### config.mk
export PLATFORM = sky130hd
export DESIGN_NAME = oisc_mem_arbiter
export DESIGN_NICKNAME = d
export VERILOG_FILES = /design/src/rtl/oisc_mem_arbiter_pkg.sv /design/src/rtl/oisc_rr_grant2.sv /design/src/rtl/oisc_mem_arbiter.sv
export SDC_FILE = /design/constraint.sdc
export NUM_CORES = 1
export LEC_CHECK = 0
export BUFFER_PORTS_ARGS = -buffer_cell sky130_fd_sc_hd__buf_2
export CORE_MARGIN = 3
export CORE_UTILIZATION = 49
export CTS_CLUSTER_SIZE = 14
export DETAILED_ROUTE_END_ITERATION = 8
export PLACE_DENSITY = 0.83
export SLEW_MARGIN = 20
export SYNTH_ARGS = -nofsm -noshare
export SYNTH_HDL_FRONTEND = slang
export SYNTH_SLANG_ARGS = --single-unit
### constraint.sdc
create_clock -name CLK -period 1.7 [get_ports CLK]
set_input_delay 0.34 -clock CLK [delete_from_list [all_inputs] [get_ports CLK]]
set_output_delay 0.34 -clock CLK [all_outputs]
set_load 0.005 [all_outputs]
### src/rtl/oisc_mem_arbiter_pkg.sv
`default_nettype none
// ============================================================================
// Module   : oisc_mem_arbiter_pkg
// Purpose  : Shared types and constants for the OISC SDRAM port arbiter:
//            arbiter FSM state encoding and requester (owner) ids.
// Ports    : none (package)
// Revision : 1.0  initial release
// ============================================================================
package oisc_mem_arbiter_pkg;

    // Arbiter FSM states, 2-bit encoding.
    typedef enum logic [1:0] {
        ArbIdle    = 2'd0,
        ArbCmd     = 2'd1,
        ArbWaitRsp = 2'd2
    } arbState_t;

    // Requester ids. They double as bit positions in the request/grant vectors.
    localparam logic OwnerIF = 1'b0;
    localparam logic OwnerDA = 1'b1;

    // Requester that gets priority on the tie after `winner` was granted.
    function automatic logic otherOwner(input logic winner);
        return (winner == OwnerIF) ? OwnerDA : OwnerIF;
    endfunction

endpackage : oisc_mem_arbiter_pkg
`default_nettype wire

### src/rtl/oisc_rr_grant2.sv
`default_nettype none
// ============================================================================
// Module   : oisc_rr_grant2
// Purpose  : Two-requester round-robin grant. The grant is combinational and
//            one-hot; the priority pointer moves to the other requester after
//            every grant (whenever en is high and at least one request is up).
// Ports    : CLK      in   clock
//            RST_N    in   asynchronous active-low reset (pointer -> IF)
//            en       in   grant is being consumed this cycle
//            req[1:0] in   requests, bit 0 = IF, bit 1 = DA
//            gnt[1:0] out  one-hot grant (all zero when no request)
// Revision : 1.0  initial release
// ============================================================================
module oisc_rr_grant2
    import oisc_mem_arbiter_pkg::*;
(
    input  logic       CLK,
    input  logic       RST_N,
    input  logic       en,
    input  logic [1:0] req,
    output logic [1:0] gnt
);

    // Requester that wins the next tie.
    logic rPtr;

    always_comb begin
        gnt = 2'b00;
        case (req)
            2'b01:   gnt = 2'b01;
            2'b10:   gnt = 2'b10;
            2'b11:   gnt = (rPtr == OwnerDA) ? 2'b10 : 2'b01;
            default: gnt = 2'b00;
        endcase
    end

    always_ff @(posedge CLK or negedge RST_N) begin
        if (!RST_N) begin
            rPtr <= OwnerIF;
        end else if (en && (|req)) begin
            rPtr <= otherOwner(gnt[OwnerDA]);
        end
    end

endmodule : oisc_rr_grant2
`default_nettype wire

### src/rtl/oisc_mem_arbiter.sv
`default_nettype none
// ============================================================================
// Module   : oisc_mem_arbiter
// Purpose  : Shares one SDRAM command/response port between the OISC
//            instruction-fetch (IF, read-only) and data (DA, read/write)
//            requesters. One transaction in flight at a time, round-robin
//            arbitration, read responses routed back to the owner, and every
//            read bounded by a timeout that returns an error response.
// Ports    : CLK, RST_N                clock, async active-low reset
//            IfReq{Valid,Ready,Addr}   IF read request
//            IfRsp{Valid,Data,Err}     IF read response (1-cycle pulse)
//            DaReq{Valid,Ready,Write,Addr,WData}  DA request
//            DaRsp{Valid,Data,Err}     DA read response (1-cycle pulse)
//            MemCmd{Valid,Ready,Write,Addr,WData} SDRAM command
//            MemRsp{Valid,Data}        SDRAM read data
// Revision : 1.0  initial release
// ============================================================================
module oisc_mem_arbiter
    import oisc_mem_arbiter_pkg::*;
#(
    parameter int ADDR_W      = 16,
    parameter int DATA_W      = 32,
    parameter int RSP_TIMEOUT = 255
) (
    input  logic              CLK,
    input  logic              RST_N,

    input  logic              IfReqValid,
    output logic              IfReqReady,
    input  logic [ADDR_W-1:0] IfReqAddr,
    output logic              IfRspValid,
    output logic [DATA_W-1:0] IfRspData,
    output logic              IfRspErr,

    input  logic              DaReqValid,
    output logic              DaReqReady,
    input  logic              DaReqWrite,
    input  logic [ADDR_W-1:0] DaReqAddr,
    input  logic [DATA_W-1:0] DaReqWData,
    output logic              DaRspValid,
    output logic [DATA_W-1:0] DaRspData,
    output logic              DaRspErr,

    output logic              MemCmdValid,
    input  logic              MemCmdReady,
    output logic              MemCmdWrite,
    output logic [ADDR_W-1:0] MemCmdAddr,
    output logic [DATA_W-1:0] MemCmdWData,
    input  logic              MemRspValid,
    input  logic [DATA_W-1:0] MemRspData
);

    localparam int CNT_W = $clog2(RSP_TIMEOUT + 1);
    // Counter value in the last WAIT_RSP cycle before the timeout response.
    localparam logic [CNT_W-1:0] TIMEOUT_LAST = CNT_W'(RSP_TIMEOUT - 1);

    arbState_t          rState;
    arbState_t          wStateNext;

    logic [1:0]         wReq;
    logic [1:0]         wGnt;
    logic               wIdle;
    logic               wAccept;
    logic               wCmdDone;
    logic               wTimeout;

    logic               rOwner;
    logic               rWrite;
    logic [ADDR_W-1:0]  rAddr;
    logic [DATA_W-1:0]  rWData;
    logic [CNT_W-1:0]   rCnt;

    logic               rIfRspValid;
    logic               rIfRspErr;
    logic [DATA_W-1:0]  rIfRspData;
    logic               rDaRspValid;
    logic               rDaRspErr;
    logic [DATA_W-1:0]  rDaRspData;

    // ------------------------------------------------------------------
    // Arbitration
    // ------------------------------------------------------------------
    assign wReq  = {DaReqValid, IfReqValid};
    assign wIdle = (rState == ArbIdle);

    oisc_rr_grant2 u_rrGrant (
        .CLK   (CLK),
        .RST_N (RST_N),
        .en    (wIdle),
        .req   (wReq),
        .gnt   (wGnt)
    );

    // Ready is combinational so a request is accepted in the cycle it is
    // first seen while idle; the one-hot grant keeps the two exclusive.
    assign IfReqReady = wIdle & wGnt[OwnerIF];
    assign DaReqReady = wIdle & wGnt[OwnerDA];
    assign wAccept    = wIdle & (|wReq);

    assign wCmdDone   = (rState == ArbCmd) & MemCmdReady;
    assign wTimeout   = (rCnt == TIMEOUT_LAST);

    // ------------------------------------------------------------------
    // FSM
    // ------------------------------------------------------------------
    always_ff @(posedge CLK or negedge RST_N) begin
        if (!RST_N) begin
            rState <= ArbIdle;
        end else begin
            rState <= wStateNext;
        end
    end

    always_comb begin
        wStateNext = rState;
        case (rState)
            ArbIdle: begin
                if (wAccept) begin
                    wStateNext = ArbCmd;
                end
            end
            ArbCmd: begin
                if (MemCmdReady) begin
                    wStateNext = rWrite ? ArbIdle : ArbWaitRsp;
                end
            end
            ArbWaitRsp: begin
                if (MemRspValid || wTimeout) begin
                    wStateNext = ArbIdle;
                end
            end
            default: wStateNext = ArbIdle;
        endcase
    end

    // ------------------------------------------------------------------
    // Command / owner registers
    // ------------------------------------------------------------------
    always_ff @(posedge CLK or negedge RST_N) begin
        if (!RST_N) begin
            rOwner <= OwnerIF;
            rWrite <= 1'b0;
            rAddr  <= '0;
            rWData <= '0;
        end else if (wAccept) begin
            rOwner <= wGnt[OwnerDA];
            rWrite <= wGnt[OwnerDA] & DaReqWrite;
            rAddr  <= wGnt[OwnerDA] ? DaReqAddr : IfReqAddr;
            rWData <= wGnt[OwnerDA] ? DaReqWData : '0;
        end
    end

    // Cycles spent in WAIT_RSP; cleared on the read command handshake.
    always_ff @(posedge CLK or negedge RST_N) begin
        if (!RST_N) begin
            rCnt <= '0;
        end else if (wCmdDone) begin
            rCnt <= '0;
        end else if (rState == ArbWaitRsp) begin
            rCnt <= rCnt + 1'b1;
        end
    end

    // ------------------------------------------------------------------
    // Response routing. A response in the timeout cycle wins over the
    // error; responses outside WAIT_RSP are stray and ignored.
    // ------------------------------------------------------------------
    always_ff @(posedge CLK or negedge RST_N) begin
        if (!RST_N) begin
            rIfRspValid <= 1'b0;
            rIfRspErr   <= 1'b0;
            rIfRspData  <= '0;
            rDaRspValid <= 1'b0;
            rDaRspErr   <= 1'b0;
            rDaRspData  <= '0;
        end else begin
            rIfRspValid <= 1'b0;
            rIfRspErr   <= 1'b0;
            rDaRspValid <= 1'b0;
            rDaRspErr   <= 1'b0;
            if (rState == ArbWaitRsp && (MemRspValid || wTimeout)) begin
                if (rOwner == OwnerDA) begin
                    rDaRspValid <= 1'b1;
                    rDaRspErr   <= ~MemRspValid;
                    rDaRspData  <= MemRspValid ? MemRspData : '0;
                end else begin
                    rIfRspValid <= 1'b1;
                    rIfRspErr   <= ~MemRspValid;
                    rIfRspData  <= MemRspValid ? MemRspData : '0;
                end
            end
        end
    end

    // ------------------------------------------------------------------
    // Outputs. MemCmdValid decodes the state register directly so it
    // drops the moment reset is applied.
    // ------------------------------------------------------------------
    assign MemCmdValid = (rState == ArbCmd);
    assign MemCmdWrite = rWrite;
    assign MemCmdAddr  = rAddr;
    assign MemCmdWData = rWData;

    assign IfRspValid  = rIfRspValid;
    assign IfRspErr    = rIfRspErr;
    assign IfRspData   = rIfRspData;
    assign DaRspValid  = rDaRspValid;
    assign DaRspErr    = rDaRspErr;
    assign DaRspData   = rDaRspData;

endmodule : oisc_mem_arbiter
`default_nettype wire

==> impl_metrics.yaml, run 1 <==
logic_synthesis:
  ys_types: 35
  synth_edf_count: 0
  yosysMostFrequentCell: "dfrtp_1"
  ys_seq_area_share_pct: 57.8
  synth_cells: 480
  yosys.area.top_type_share_pct: 57.8
  synth_area_mm2: 0.00559
  netlist_top_cells_count: "dfrtp_1, inv_1, o21ai_0"
  syn_avg_cell_area_um2: 11.6
  netlist_top_cells_area: "dfrtp_1, a22oi_2, a22o_1"
  synthFlopType: "dfrtp_1"
  synth_top_area_cell: "dfrtp_1"
  synth_seq_cells: 129
  ys_warn_count: 0
  async_reset_ff_share_pct: 100
  synth.net_count: 585
worst_setup_path:
  critical_path_required_ns: 1.36
  crit_path_end_kind: "primary output"
  worst-r2r-cell-count: 5
  worstPathArrival_ns: 1.37
  critPathKind: "flop to primary output"
  startpoint_type: "flop"
  cp_max_fo: 4
cells_and_area:
  fin_nets: 813
  regArea_mm2: 0.00323
  syn_to_final_growth_pct: 35.4
  multi_input_area_mm2: 0.00193
  n_fill_cell: 815
  diodes: 0
  drive_gt1_share_pct: 44.7
routing:
  initialDrtViolationCount: 516
  wl_per_cell_um: 17.8
  drt_first_pass_iters: 5
  via_count: 4814
  drc: 0
  ant_nets: 0
  viasPerCell: 5.59
  drt_wl_total_mm: 15.3
sta:
  finalCritPeriodShare_pct: 101
  fin_tns_setup_ns: -0.0145
  hold_viol: 0
  min_period_ns: 1.71
  fmax_ghz: 0.583
  max-slew-margin-rel_pct: 74.3
  holdWs_ns: 0.153
  rsz0062_at_grt: "yes"
  finalSetupViolCount: 1
  setup_ws_ns: -0.0145
  drv_slew: 0
  finalClockSkew_ns: 0.0103
  tightest_slew_ns: 0.385
power:
  p_leak_uw: 0.00400
  p_sw_share_pct: 32.9
  clkPwrFrac_pct: 27.1
  power.total_uw: 12700
  p_int_uw: 8530
  combPwrFrac_pct: 35.6
  ir_drop_mv: 0.993
  power_frac_seq_pct: 37.3
  p_per_area_mw_per_mm2: 1680
  power.switching_uw: 4190
run_status:
  status: "complete, but fails checks"
  violations: "negative setup slack"
placed_design:
  gp_congestion: 0.802
  dp_slack_ns: 0.0167
  port_buffers: 222
  hpwl_mm: 10.8
worst_hold_path:
  hold_class: "primary input to flop"
  min_path_cells: 2
die:
  die-area_mm2: 0.0127
  die_h_um: 113
  num_io_pins: 223
  start_util_pct: 50.9
  row_count: 38
  die_w_um: 113
  core_mm2: 0.0110
global_route:
  grt_max_degree: 69
  antenna_found_initial: 0
  grt_pass1_wl_mm: 24.6
  gr-total-overflow: 0
  grt.total_usage_pct: 24.2
  grt_pass1_vias: 4818
cts:
  cts_root_buf: "clkbuf_16"
  htreeDepth: 4
  numCtsBuffers: 17
  clk_latency_ns: 0.40
  cts_tree: "done"
  cts_buffer_depth: 2
  clk_pin_slew_worst_paths_ns: 0.05
  cts_sinks: 129
flow_run:
  drv_cap: 0
## power groups by stage
stage,sequential [uW],combinational [uW],clock (uW)
floorplan,4730,2510,0
global route,4860,4970,3680
global placement,4920,4420,0
CTS,4730,4520,3520
detailed placement,4980,4600,0
finish,4740,4530,3450
## worst max-delay path, cell delays in order, from the launching register on
cell and delay [ns]:
dfrtp_2 0.42, nor2_4 0.17, buf_6 0.12, and3_4 0.18, buf_6 0.09
## cell usage in the layout (no fill, tap or decap), types with 2 or more instances in the layout
cell	n
clkbuf_16	17
dfrtp_1	127
buf_12	6
buf_4	19
clkinv_4	3
buf_6	4
a221o_1	16
nand2b_1	2
o21ai_1	29
a22o_1	33
o311ai_1	2
nor3_1	2
dfrtp_2	2
buf_2	219
nand3b_1	3
nand3_1	6
nor2b_1	2
ha_1	2
inv_1	66
nor2_1	2
clkinvlp_4	5
a21boi_0	16
o21ai_0	39
mux2_2	2
a22oi_2	30
a22oi_1	34
a21o_1	4
inv_6	4
nand2_1	4
and3_4	2
o41ai_1	3
## through the flow
stage	utilization, %	instance area (um2)	std cells
after floorplan	-	5590	480
after global placement	62.8	6900	822
after global routing	68.9	7570	861
after CTS	68.7	7550	859
after detailed placement	62.8	6900	822
final	68.9	7570	861
## what timing repair did
action	4_1_cts	5_1_grt
pin swaps	2	1
endpoints found under the hold margin	56	0
hold buffers	1	0
gates resized for setup	9	4
buffers inserted	4	2
endpoints found under the setup margin	2	6
## metal layers
layer	global-route usage, %	wire length, um
met1	31.0	6180
met2	38.5	7430
met3	6.90	1220
met4	10.3	493
met5	0	0
## sequential cells by signal, indices dropped and copies added (netlist names)
| signal | count |
|---|---|
| DaRspData | 32 |
| IfRspData | 32 |
| MemCmdWData | 32 |
| MemCmdAddr | 16 |
| rCnt | 8 |
| rState | 2 |
| DaRspErr | 1 |
| DaRspValid | 1 |
| IfRspErr | 1 |
| IfRspValid | 1 |
| MemCmdWrite | 1 |
| rOwner | 1 |
| u_rrGrant.rPtr | 1 |
## cell type report
cell class	instances	share of cell area (%)
repair buffers	249	18.7
multi-input cells	245	25.5
inverters	66	3.27
flip-flops and latches	129	42.7
well taps	140	2.31
clock inverters	13	1.70
clock buffers	19	5.85
## kinds of logic (layout without fill, tap and decap cells)
logic type,Yosys count,after routing,synth area share [%]
multiplexers,2,2,0.403
AO/OA/AOI/OAI,209,209,29.3
flip-flops,129,129,57.8
buffers and inverters,106,347,8.46
AND/OR/NAND/NOR,32,32,3.63
adder cells (fa/ha/maj),2,2,0.448
## final timing paths
path                            startpoint              end  slack (ns)
setup / recovery                 rState[1]       IfReqReady       -0.01
hold / removal                 MemCmdReady        rState[0]        0.15
setup reg to reg                 rState[0]    IfRspData[31]        0.07
hold reg to reg            MemCmdWData[30]  MemCmdWData[30]        0.49
max in group asynchronous            RST_N    MemCmdAddr[0]        0.87
min in group asynchronous            RST_N    DaRspData[14]        0.28
No activity file was read; power rests on OpenSTA's default activity.
==> run 2: changes to the inputs <==
- REMOVE_ABC_BUFFERS: not set -> 1
- SLEW_MARGIN: 20 -> not set
==> run 2 against run 1 <==
The flow now finishes without violations. Global-route usage is 1.5 points higher. First-iteration DRC count shrank 19%. Clock power is 10% higher. Register-to-register slack improved by 0.02 ns. Final area is 0.84% higher. Highest routed layer unchanged.
==> impl_metrics.yaml, run 2 (synthesis results as in run 1) <==
run_status:
  status: "finished clean"
routing:
  drt_wl_total_mm: 15.9
  ant_nets: 0
  viasPerCell: 5.63
  initialDrtViolationCount: 417
  drc: 0
  wl_per_cell_um: 18.5
  drt_first_pass_iters: 5
  via_count: 4838
sta:
  min_period_ns: 1.66
  hold_viol: 0
  holdWs_ns: 0.147
  fmax_ghz: 0.604
  fin_tns_setup_ns: 0
  finalCritPeriodShare_pct: 97.4
  finalSetupViolCount: 0
  tightest_slew_ns: 0.424
  finalClockSkew_ns: 0.00925
  max-slew-margin-rel_pct: 71.8
  rsz0062_at_grt: "yes"
  drv_slew: 0
power:
  power_frac_seq_pct: 36.5
  power.total_uw: 13000
  p_leak_uw: 0.00404
  clkPwrFrac_pct: 29.1
  power.switching_uw: 4170
  ir_drop_mv: 0.955
  p_sw_share_pct: 32.0
  p_per_area_mw_per_mm2: 1710
  combPwrFrac_pct: 34.4
  p_int_uw: 8860
worst_setup_path:
  crit_path_end_kind: "primary output"
  cp-startpoint: "rState[1]"
  worst-r2r-cell-count: 4
  cp_max_fo: 4
  r2r_start: "rState[0]"
  r2r-end: "IfRspData[31]"
  worstPathArrival_ns: 1.32
  reg2reg_slack_ns: 0.09
  crit_end: "IfReqReady"
  startpoint_type: "flop"
  critical_path_required_ns: 1.36
  critPathKind: "flop to primary output"
placed_design:
  dpl-instance-area_mm2: 0.00696
  port_buffers: 222
  gp_congestion: 0.915
  hpwl_mm: 11.2
die:
  die-area_mm2: 0.0127
  die_h_um: 113
  core_mm2: 0.0110
  row_count: 38
  die_w_um: 113
  num_io_pins: 223
  start_util_pct: 50.9
worst_hold_path:
  hold_class: "primary input to flop"
cells_and_area:
  layout_commonest_cell: "buf_2"
  drive_gt1_share_pct: 44.6
  utilization_pct: 69.5
  diodes: 0
  layout_common_cells: "buf_2, dfrtp_1, inv_1"
  syn_to_final_growth_pct: 36.6
  fin_nets: 814
  final_area_mm2: 0.00763
cts:
  numCtsBuffers: 17
  cts_buffer_depth: 2
  cts_tree: "done"
  htreeDepth: 4
  cts_root_buf: "clkbuf_16"
  clk_latency_ns: 0.41
  clk_pin_slew_worst_paths_ns: 0.06
  cts_sinks: 129
flow_run:
  drv_cap: 0
global_route:
  grt.total_usage_pct: 25.6
  grt_pass1_vias: 4947
  gr-total-overflow: 0
  antenna_found_initial: 0
  grt_max_degree: 67
  grt_pass1_wl_mm: 25.8
run 2: metrics by stage:
stage,setup WS [ns],cells
detailed placement,0.0544,826
CTS,0.00106,860
global route,-0.0254,860
floorplan,-3.15,440
global placement,0.101,826
finish,0.0440,860
run 2: power groups by stage:
stage                     logic (uW)  clock network [uW]  registers, uW
final                           4480                3800           4760
after global routing            4920                4020           4880
after CTS                       4490                3880           4750
after detailed placement        4420                   0           4780
after global placement          4200                   0           4710
after floorplan                 2250                   0           4910
run 2: critical path: stages (launching register included):
cell     delay [ns]
dfrtp_2        0.43
nor2_4         0.14
and3_4         0.23
buf_6          0.10
run 2: layer usage:
layer  track usage [%]  wire [um]  part of all wire (%)
met1              30.6       5970                    38
met2              43.2       8140                    51
met3              7.97       1520                   9.5
met4              10.5        276                   1.7
met5                 0          0                     0
run 2: worst min-delay path by stage:
stage	to	startpoint	slack, ns	cells past startpoint
floorplan	DaRspData[0]	RST_N	0.04	0
global placement	IfRspData[0]	RST_N	0.28	1
detailed placement	IfRspData[0]	RST_N	0.29	1
CTS	rState[0]	MemCmdReady	0.12	2
global route	MemCmdWData[0]	DaReqWData[0]	0.13	2
finish	rState[0]	MemCmdReady	0.15	2
run 2: cell type report:
cell class	count	area, um2
multi-input cells	245	1920
clock buffers	17	425
repair buffers	250	1440
flip-flops and latches	129	3230
inverters	66	248
clock inverters	13	189
well taps	140	175
fillers	775	3350
run 2: timing repair:
item / CTS / global route
pin swaps: 2 / 3
endpoints found under the hold margin: 20 / 0
resized for setup: 4 / 6
endpoints found under the setup margin: 2 / 6
hold buffers: 1 / 0
setup buffers: 3 / 0
